==> src/rtl/uart_tx_result_ctrl.sv <==
// uart_tx_result_ctrl
// Transmit-side companion of the UART receive controller. A single-cycle
// trigger latches the 16-bit ALU result, and the result is then sent as bytes
// through the UART TX core using a tx_start / tx_busy handshake. Each byte is
// held on tx_data for WAIT_FOR_REGISTER_DELAY cycles before tx_start is pulsed.
//
// Build option: define UART_TX_CHECKSUM_BYTE_EN to append a third byte,
// result[15:8] ^ result[7:0], to every frame.

module uart_tx_result_ctrl #(
    parameter int WAIT_FOR_REGISTER_DELAY = 100,
    parameter int BUSY_TIMEOUT            = 1000,
    parameter bit LSB_FIRST               = 1'b1
) (
    input  logic        clk,
    input  logic        reset,
    input  logic        trigger,
    input  logic [15:0] result,
    input  logic        tx_busy,
    output logic        tx_start,
    output logic [7:0]  tx_data,
    output logic        busy,
    output logic        done,
    output logic        timeout_err,
    output logic [3:0]  LED
);

    // The state values double as the debug LED encoding.
    typedef enum logic [3:0] {
        S_IDLE    = 4'd0,
        S_HOLD    = 4'd1,
        S_START   = 4'd2,
        S_WAIT_HI = 4'd3,
        S_WAIT_LO = 4'd4,
        S_FINISH  = 4'd5
    } state_t;

`ifdef UART_TX_CHECKSUM_BYTE_EN
    localparam logic [1:0] LAST_IDX = 2'd2;
`else
    localparam logic [1:0] LAST_IDX = 2'd1;
`endif

    localparam int HOLD_W = $clog2(WAIT_FOR_REGISTER_DELAY + 2);
    localparam int TO_W   = $clog2(BUSY_TIMEOUT + 2);

    localparam logic [HOLD_W-1:0] HOLD_MAX = HOLD_W'(WAIT_FOR_REGISTER_DELAY);
    localparam logic [TO_W-1:0]   TO_LAST  = TO_W'(BUSY_TIMEOUT - 1);

    state_t            state;
    logic [15:0]       latched;
    logic [1:0]        byte_idx;
    logic [HOLD_W-1:0] hold_timer;
    logic [TO_W-1:0]   to_timer;

    // Byte sent at a given position of the frame.
    function automatic logic [7:0] byte_sel(input logic [15:0] word, input logic [1:0] idx);
        logic [7:0] first_byte;
        logic [7:0] second_byte;
        first_byte  = LSB_FIRST ? word[7:0]  : word[15:8];
        second_byte = LSB_FIRST ? word[15:8] : word[7:0];
        case (idx)
            2'd0:    byte_sel = first_byte;
`ifdef UART_TX_CHECKSUM_BYTE_EN
            2'd2:    byte_sel = word[15:8] ^ word[7:0];
`endif
            default: byte_sel = second_byte;
        endcase
    endfunction

    assign LED = state;

    // Frame sequencer: hold byte, pulse start, follow the busy handshake, repeat.
    always_ff @(posedge clk) begin
        // NOTE: all state and outputs use non-blocking assignments so every
        // branch reads the values from before this edge.
        if (reset) begin
            state       <= S_IDLE;
            tx_start    <= 1'b0;
            tx_data     <= 8'd0;
            busy        <= 1'b0;
            done        <= 1'b0;
            timeout_err <= 1'b0;
            latched     <= 16'd0;
            byte_idx    <= 2'd0;
            hold_timer  <= '0;
            to_timer    <= '0;
        end else begin
            // NOTE: pulse outputs default low here; only the transition that
            // needs them raises them for a single cycle.
            tx_start <= 1'b0;
            done     <= 1'b0;

            case (state)
                S_IDLE: begin
                    if (trigger) begin
                        latched     <= result;
                        timeout_err <= 1'b0;
                        byte_idx    <= 2'd0;
                        tx_data     <= byte_sel(result, 2'd0);
                        hold_timer  <= '0;
                        busy        <= 1'b1;
                        state       <= S_HOLD;
                    end
                end

                S_HOLD: begin
                    if (hold_timer >= HOLD_MAX) begin
                        hold_timer <= '0;
                        tx_start   <= 1'b1;
                        state      <= S_START;
                    end else begin
                        hold_timer <= hold_timer + 1'b1;
                    end
                end

                S_START: begin
                    to_timer <= '0;
                    state    <= S_WAIT_HI;
                end

                S_WAIT_HI: begin
                    if (tx_busy) begin
                        to_timer <= '0;
                        state    <= S_WAIT_LO;
                    end else if (to_timer == TO_LAST) begin
                        // The core never took the byte: abandon the rest of the frame.
                        to_timer    <= '0;
                        timeout_err <= 1'b1;
                        done        <= 1'b1;
                        state       <= S_FINISH;
                    end else begin
                        to_timer <= to_timer + 1'b1;
                    end
                end

                S_WAIT_LO: begin
                    if (!tx_busy) begin
                        if (byte_idx == LAST_IDX) begin
                            done  <= 1'b1;
                            state <= S_FINISH;
                        end else begin
                            byte_idx <= byte_idx + 2'd1;
                            tx_data  <= byte_sel(latched, byte_idx + 2'd1);
                            state    <= S_HOLD;
                        end
                    end
                end

                S_FINISH: begin
                    busy  <= 1'b0;
                    state <= S_IDLE;
                end

                default: state <= S_IDLE;
            endcase
        end
    end

endmodule

==> config.mk <==
export PLATFORM = sky130hd
export DESIGN_NAME = uart_tx_result_ctrl
export DESIGN_NICKNAME = d
export VERILOG_FILES = /design/src/rtl/uart_tx_result_ctrl.sv
export SDC_FILE = /design/constraint.sdc
export NUM_CORES = 1
export LEC_CHECK = 0
export ABC_AREA = 0
export CAP_MARGIN = 10
export CELL_PAD_IN_SITES_DETAIL_PLACEMENT = 1
export CELL_PAD_IN_SITES_GLOBAL_PLACEMENT = 2
export CORE_MARGIN = 1.5
export CORE_UTILIZATION = 34
export DETAILED_ROUTE_END_ITERATION = 12
export PLACE_DENSITY_LB_ADDON = 0.1
export REMOVE_ABC_BUFFERS = 1
export SYNTH_ARGS = -nofsm -noshare
export SYNTH_HDL_FRONTEND = slang
export SYNTH_SLANG_ARGS = --single-unit
==> constraint.sdc <==
create_clock -name clk -period 3.95 [get_ports clk]
set_clock_uncertainty 0.05 [all_clocks]
set_input_delay 0.79 -clock clk [delete_from_list [all_inputs] [get_ports clk]]
set_output_delay 0.79 -clock clk [all_outputs]
set_load 0.03 [all_outputs]
Yosys cells after proc, flatten, opt, wreduce, memory -nomap -nowiden
Index checks and enable logic that the tools add are counted.
{"block": "totals", "register_bits": 51, "latchBits": 0, "mem_bits_rw": 0, "rom_bits": 0, "in_bits": 20, "out_inout_bits": 16, "wordCells": 77, "memories": 0}
{"block": "op_classes", "n_addsub": 3, "n_mul": 0, "div_mod_pow": 0, "magnitude_cmp": 1, "eq_ne": 14, "shift": 0, "mux": 34, "bitwise_logic": 1, "reduce_logical": 14}
{"cell": "two-way mux 8 bit", "count": 4}
{"cell": "two-way mux 10 bit", "count": 2}
{"cell": "two-way mux 4 bit", "count": 5}
{"cell": "case mux 10 bit (2 select lines)", "count": 1}
{"cell": "case mux 4 bit (5 select lines)", "count": 1}
{"cell": "case mux 8 bit (2 select lines)", "count": 1}
{"cell": "two-way mux 7 bit", "count": 2}
{"cell": "case mux 7 bit (2 select lines)", "count": 1}
{"cell": "inequality test 2 bit (second input constant)", "count": 6}
{"cell": "AND reduction 4 bit", "count": 3}
{"cell": "adder 10 x 1 -> 10 bit (second input constant)", "count": 1}
{"cell": "== test 10 bit (second input constant)", "count": 1}
{"cell": "nonzero test 2 bit", "count": 5}
{"cell": "two-way mux 1 bit", "count": 9}
{"cell": "== test 4 x 2 -> 1 bit (second input constant)", "count": 2}
{"cell": "== test 4 x 3 -> 1 bit (second input constant)", "count": 2}
{"cell": "adder 7 x 1 -> 7 bit (second input constant)", "count": 1}
{"cell": "greater-or-equal comparator 7 bit (second input constant)", "count": 1}
{"cell": "two-way mux 2 bit", "count": 3}
{"cell": "case mux 1 bit (2 select lines)", "count": 3}
{"cell": "AND reduction 2 bit", "count": 3}
{"cell": "== test 4 x 1 -> 1 bit (second input constant)", "count": 1}
{"cell": "zero test 4 bit", "count": 1}
{"cell": "case mux 2 bit (2 select lines)", "count": 1}
{"cell": "7 further kinds", "count": 7}

Longest topological paths before layout
{"block": "logic_depth", "word_depth": 6, "ltp_mapped": 7, "ltp_nobuf": 6}

Worst setup path after synthesis
OpenSTA, ideal clock, no wires.
{"block": "synth_timing", "kind": "reg2reg", "from": "reg state[0], in the netlist LED[0]", "to": "reg hold_timer[5]", "setup_ps": 91, "arrival_ps": 1777, "required_ps": 3809, "path_slack_ps": 2033, "stages_incl_launch_ff": 7, "n_path_buf": 2, "period_less_slack_ps": 1917, "cell_sequence": "dfxtp_1 buf_4 or3b_4 a31oi_4 buf_6 a41oi_1 a311oi_1"}
{"block": "synth_via", "elab_chain_cells": 3, "word_cells_on_any_way": 6, "cone_classes": "2 x eq/ne; 1 x mux; 3 x reduce/logical"}
{"item": "start, declared", "line": "50", "rtl": "state_t state;"}
{"item": "start signal, assigned", "line": "78", "rtl": "state <= S_IDLE;"}
{"item": "start signal, assigned", "line": "103", "rtl": "state <= S_HOLD;"}
{"item": "start signal, assigned", "line": "111", "rtl": "state <= S_START;"}
{"item": "== test 4 x 1 -> 1 bit / zero test 4 bit (equally long branches)", "line": "94", "rtl": "case (state)"}
{"item": "nonzero test 2 bit (no line) / inequality test 2 bit (equally long branches)"}
{"item": "AND reduction 2 bit (no line)"}
{"item": "end signal, assigned", "line": "113", "rtl": "hold_timer <= hold_timer + 1'b1;"}
{"item": "end, declared", "line": "53", "rtl": "logic [HOLD_W-1:0] hold_timer;"}
Parallel ways exist; a longest one is shown, timed or not.
A chain may end at the register's enable or synchronous reset.

Worst setup path after layout
{"block": "layout_timing", "from": "reg state[2], in the netlist LED[2]", "to": "out LED[2]"}
{"item": "end, declared", "line": "25", "rtl": "output logic [3:0] LED"}
No word-level cell between the ends.

==> metrics.md <==
| Metric | Value |
|---|---|
| DRT Pass-1 Iters | `8` |
| CTS tree | `done` |
| Largest net degree at the start of global routing | `23` |
| RR Startpoint | `LED[1]$_SDFFE_PP0P_` |
| Min Tclk post-route | `between 2000 and 3000 ps` |
| Slew Limit Fails | `0` |
| Maxcap violations | `0` |
| Worst Path Max Fanout | `19` |
| Starting DRT DRC Count | `46` |
| Sequential fraction of design power | `roughly half` |
| Total grt overflow | `0` |
| Hold Slack | `roughly 410 ps` |
| Hold-fix buffers, CTS | `0` |
| FMAX | `between 300 and 400 MHz` |
| First-pass GRT wire length | `around 9600 um` |
| Worst min-delay path class | `reg -> reg` |
| Die ar. | `about 0.0073 mm^2` |
| Initial antenna violation count | `0` |
| Worst-Margin Slew | `about 960 ps` |
| RSZ-0062 raised after global routing | `no` |
| Hold Vio Cnt, Final | `0` |
| Seq/Total Area, Yosys | `a little over two fifths` |
| Postcts setup bufs | `0` |
| Synth Register Bits | `50` |
| Leak Pwr | `roughly 0.93 nW` |
| I/O pins | `36` |
| Cell Area, Placed | `0.00271 mm^2` |
| CP Data Arrival Time | `1820 ps` |
| Post-Synthesis Cells | `approximately 270` |
| Worst setup SP type | `flip-flop` |
| Net switching power | `roughly 0.40 mW` |
| Total power draw | `about 1.2 mW` |
| GP Congestion | `between 0.7 and 0.8` |
| Antenna-violating nets left | `0` |
| WP data required | `between 3000 and 4000 ps` |
| All-Layer GR Usage | `roughly 16%` |
| Violated checks | `DRC` |
| Diode count | `0` |
| Power per cell area | `between 400 and 500 mW/mm^2` |
| Worst path bufs/invs | `1` |
| Max clock buf depth | `2` |
| Setup crit start | `LED[2]$_SDFFE_PP0P_` |
| Detailed Route WL | `5580 um` |
| Vias per Instance | `about 5.3` |
| CP max stage delay | `between 700 and 800 ps` |
| FP Rows | `29` |
| Dominant synthesized flop cell | `dfxtp_1` |
| Worst-Skew Late Latency | `~300 ps` |
| CTS sink cnt | `50` |
| Initial Util | `between 30% and 40%` |
| # setup viols final | `0` |
| Crit path max-delay family | `buffers and inverters` |
| Area growth syn-to-layout | `19.8%` |
| Vias after detailed routing | `a little under 2000` |
| WL/cell | `about 15 um` |
| Worst path slowest cell | `clkdlybuf4s50_1` |
| Number of library cell types mapped by synthesis | `51` |
| Fin area | `0.00278 mm^2` |
| Clk network pwr share | `approximately a quarter` |
| Layout cells sized above 1 | `4.65%` |
| Internal power | `slightly above 0.8 mW` |
| Switching share of total power | `about a third` |
| Setup TNS | `0 ps` |
| Post-route clock period utilization | `approximately two thirds` |
| Worst vdd ir | `between 0.15 and 0.2 mV` |
| CTS root buffer | `clkbuf_8` |
| Yosys warns | `0` |
| TritonCTS buffer count | `5` |
| Residual DRC | `3` |
| Core area | `about 0.0065 mm^2` |
| Synthesized area | `about 0.0023 mm^2` |
| Hold_sp | `tx_data[6]$_SDFFE_PP0P_` |
| Die Y | `roughly 86 um` |
| Setup CP Type | `reg -> out` |
| IO Port Bufs | `34` |
| Number of synthesized flops with an enable pin | `0` |
| Post-CTS Resized | `0` |
| Vias in the first global route | `1987` |
| CP Cell Sequence | `clkdlybuf4s50_1` |
| Synth async-reset ratio | `0%` |
| Nets | `around 330` |
| Post-Synthesis Mean Instance Area | `approximately 8.5 um^2` |
| H-Tree Depth | `2` |
| Worst setup EP type | `output port` |
| Relative slew margins | `between 30% and 40%` |
| HPWL after detailed placement | `roughly 3900 um` |
| Comb power frac | `between 20% and 30%` |
| Clk slew on worst S/H paths | `about 90 ps` |
| Horiz. Die Dim | `around 86 um` |
| Outcome | `finished with violations` |
power groups by stage:
stage / Sequential, mW / Clock, mW / Combinational [mW]
floorplan: 0.630 / 0 / 0.172
global placement: 0.608 / 0 / 0.327
detailed placement: 0.609 / 0 / 0.331
CTS: 0.597 / 0.304 / 0.333
global route: 0.604 / 0.324 / 0.364
finish: 0.595 / 0.286 / 0.325
per-stage QoR:
stage	setup WS, ps	utilization, %	std cells
after floorplan	1910	-	256
after global placement	1340	41.9	371
after detailed placement	1270	41.9	371
after CTS	1250	43.1	378
after global routing	1170	43.1	378
final	1290	43.1	378
sequential cells by signal, indices dropped and copies added, names as in the netlist, 2 cells and up:
| signal | count |
|---|---|
| hold_timer | 7 |
| byte_idx | 2 |
| LED | 3 |
| tx_data | 8 |
| to_timer | 10 |
| latched | 16 |
per-layer routing:
metal  track usage (%)  routed length, um  part of all wire (%)  up-vias
met5                 0                  0                     0        -
met4              5.28                 78                   1.4        0
met3              3.46                182                   3.3        6
met2              27.7               2610                    47       23
met1              21.2               2710                    49      945
li1                  -                  -                     -     1011
final cells by class:
cell class / instances / area [um^2]
Inverter: 4 / 15.0
Sequential cell: 50 / 1000
Timing Repair Buffer: 38 / 370
Tap cell: 77 / 96.3
Clock buffer: 7 / 76.3
Multi-Input combinational cell: 202 / 1220
Fill cell: 779 / 3680
layout by cell type (no fill, tap or decap), types with 5 or more instances in the layout:
cell type,Yosys,routed
a21oi_1,30,30
clkbuf_8,0,5
clkdlybuf4s50_1,0,34
dfxtp_1,50,50
ha_1,5,5
mux2i_1,10,10
nand2_1,60,60
nand2b_1,7,7
nand4_1,5,5
nor2_1,18,18
o211ai_1,8,8
xor2_1,5,5
final timing paths:
kind	cells past startpoint	slack [ps]	end
setup / recovery	1	1290	LED[2]
hold / removal	2	410	tx_data[6]$_SDFFE_PP0P_
setup reg to reg	4	1820	byte_idx[0]$_SDFFE_PP0P_
hold reg to reg	2	410	tx_data[6]$_SDFFE_PP0P_
kinds of logic after synthesis:
| family | after synthesis | synth area share, % |
|---|---|---|
| buf+inv | 21 | 4.20 |
| other cells | 1 | 0.161 |
| fa+ha+maj | 5 | 2.69 |
| compound gates | 58 | 16.7 |
| xor+xnor | 9 | 3.39 |
| simple gates | 119 | 25.4 |
| mux | 10 | 4.31 |
| flops | 50 | 43.1 |
synthesized netlist by cell type (2+ instances only):
library cell,n,area (um^2)
a211oi_1,2,15.0
a21oi_1,30,150
a311oi_1,4,35.0
a41oi_1,2,17.5
and3_1,3,18.8
and4_1,2,17.5
buf_2,3,15.0
buf_4,2,15.0
clkbuf_1,11,41.3
dfxtp_1,50,1000
ha_1,5,62.6
inv_1,4,15.0
mux2i_1,10,100
nand2_1,60,225
nand2b_1,7,43.8
nand3_1,3,15.0
nand4_1,5,31.3
nor2_1,18,67.6
nor2b_1,2,12.5
nor3_1,3,15.0
o211ai_1,8,60.1
or3_1,3,18.8
xnor2_1,4,35.0
xor2_1,5,43.8
Power figures use the tool's default switching activity.
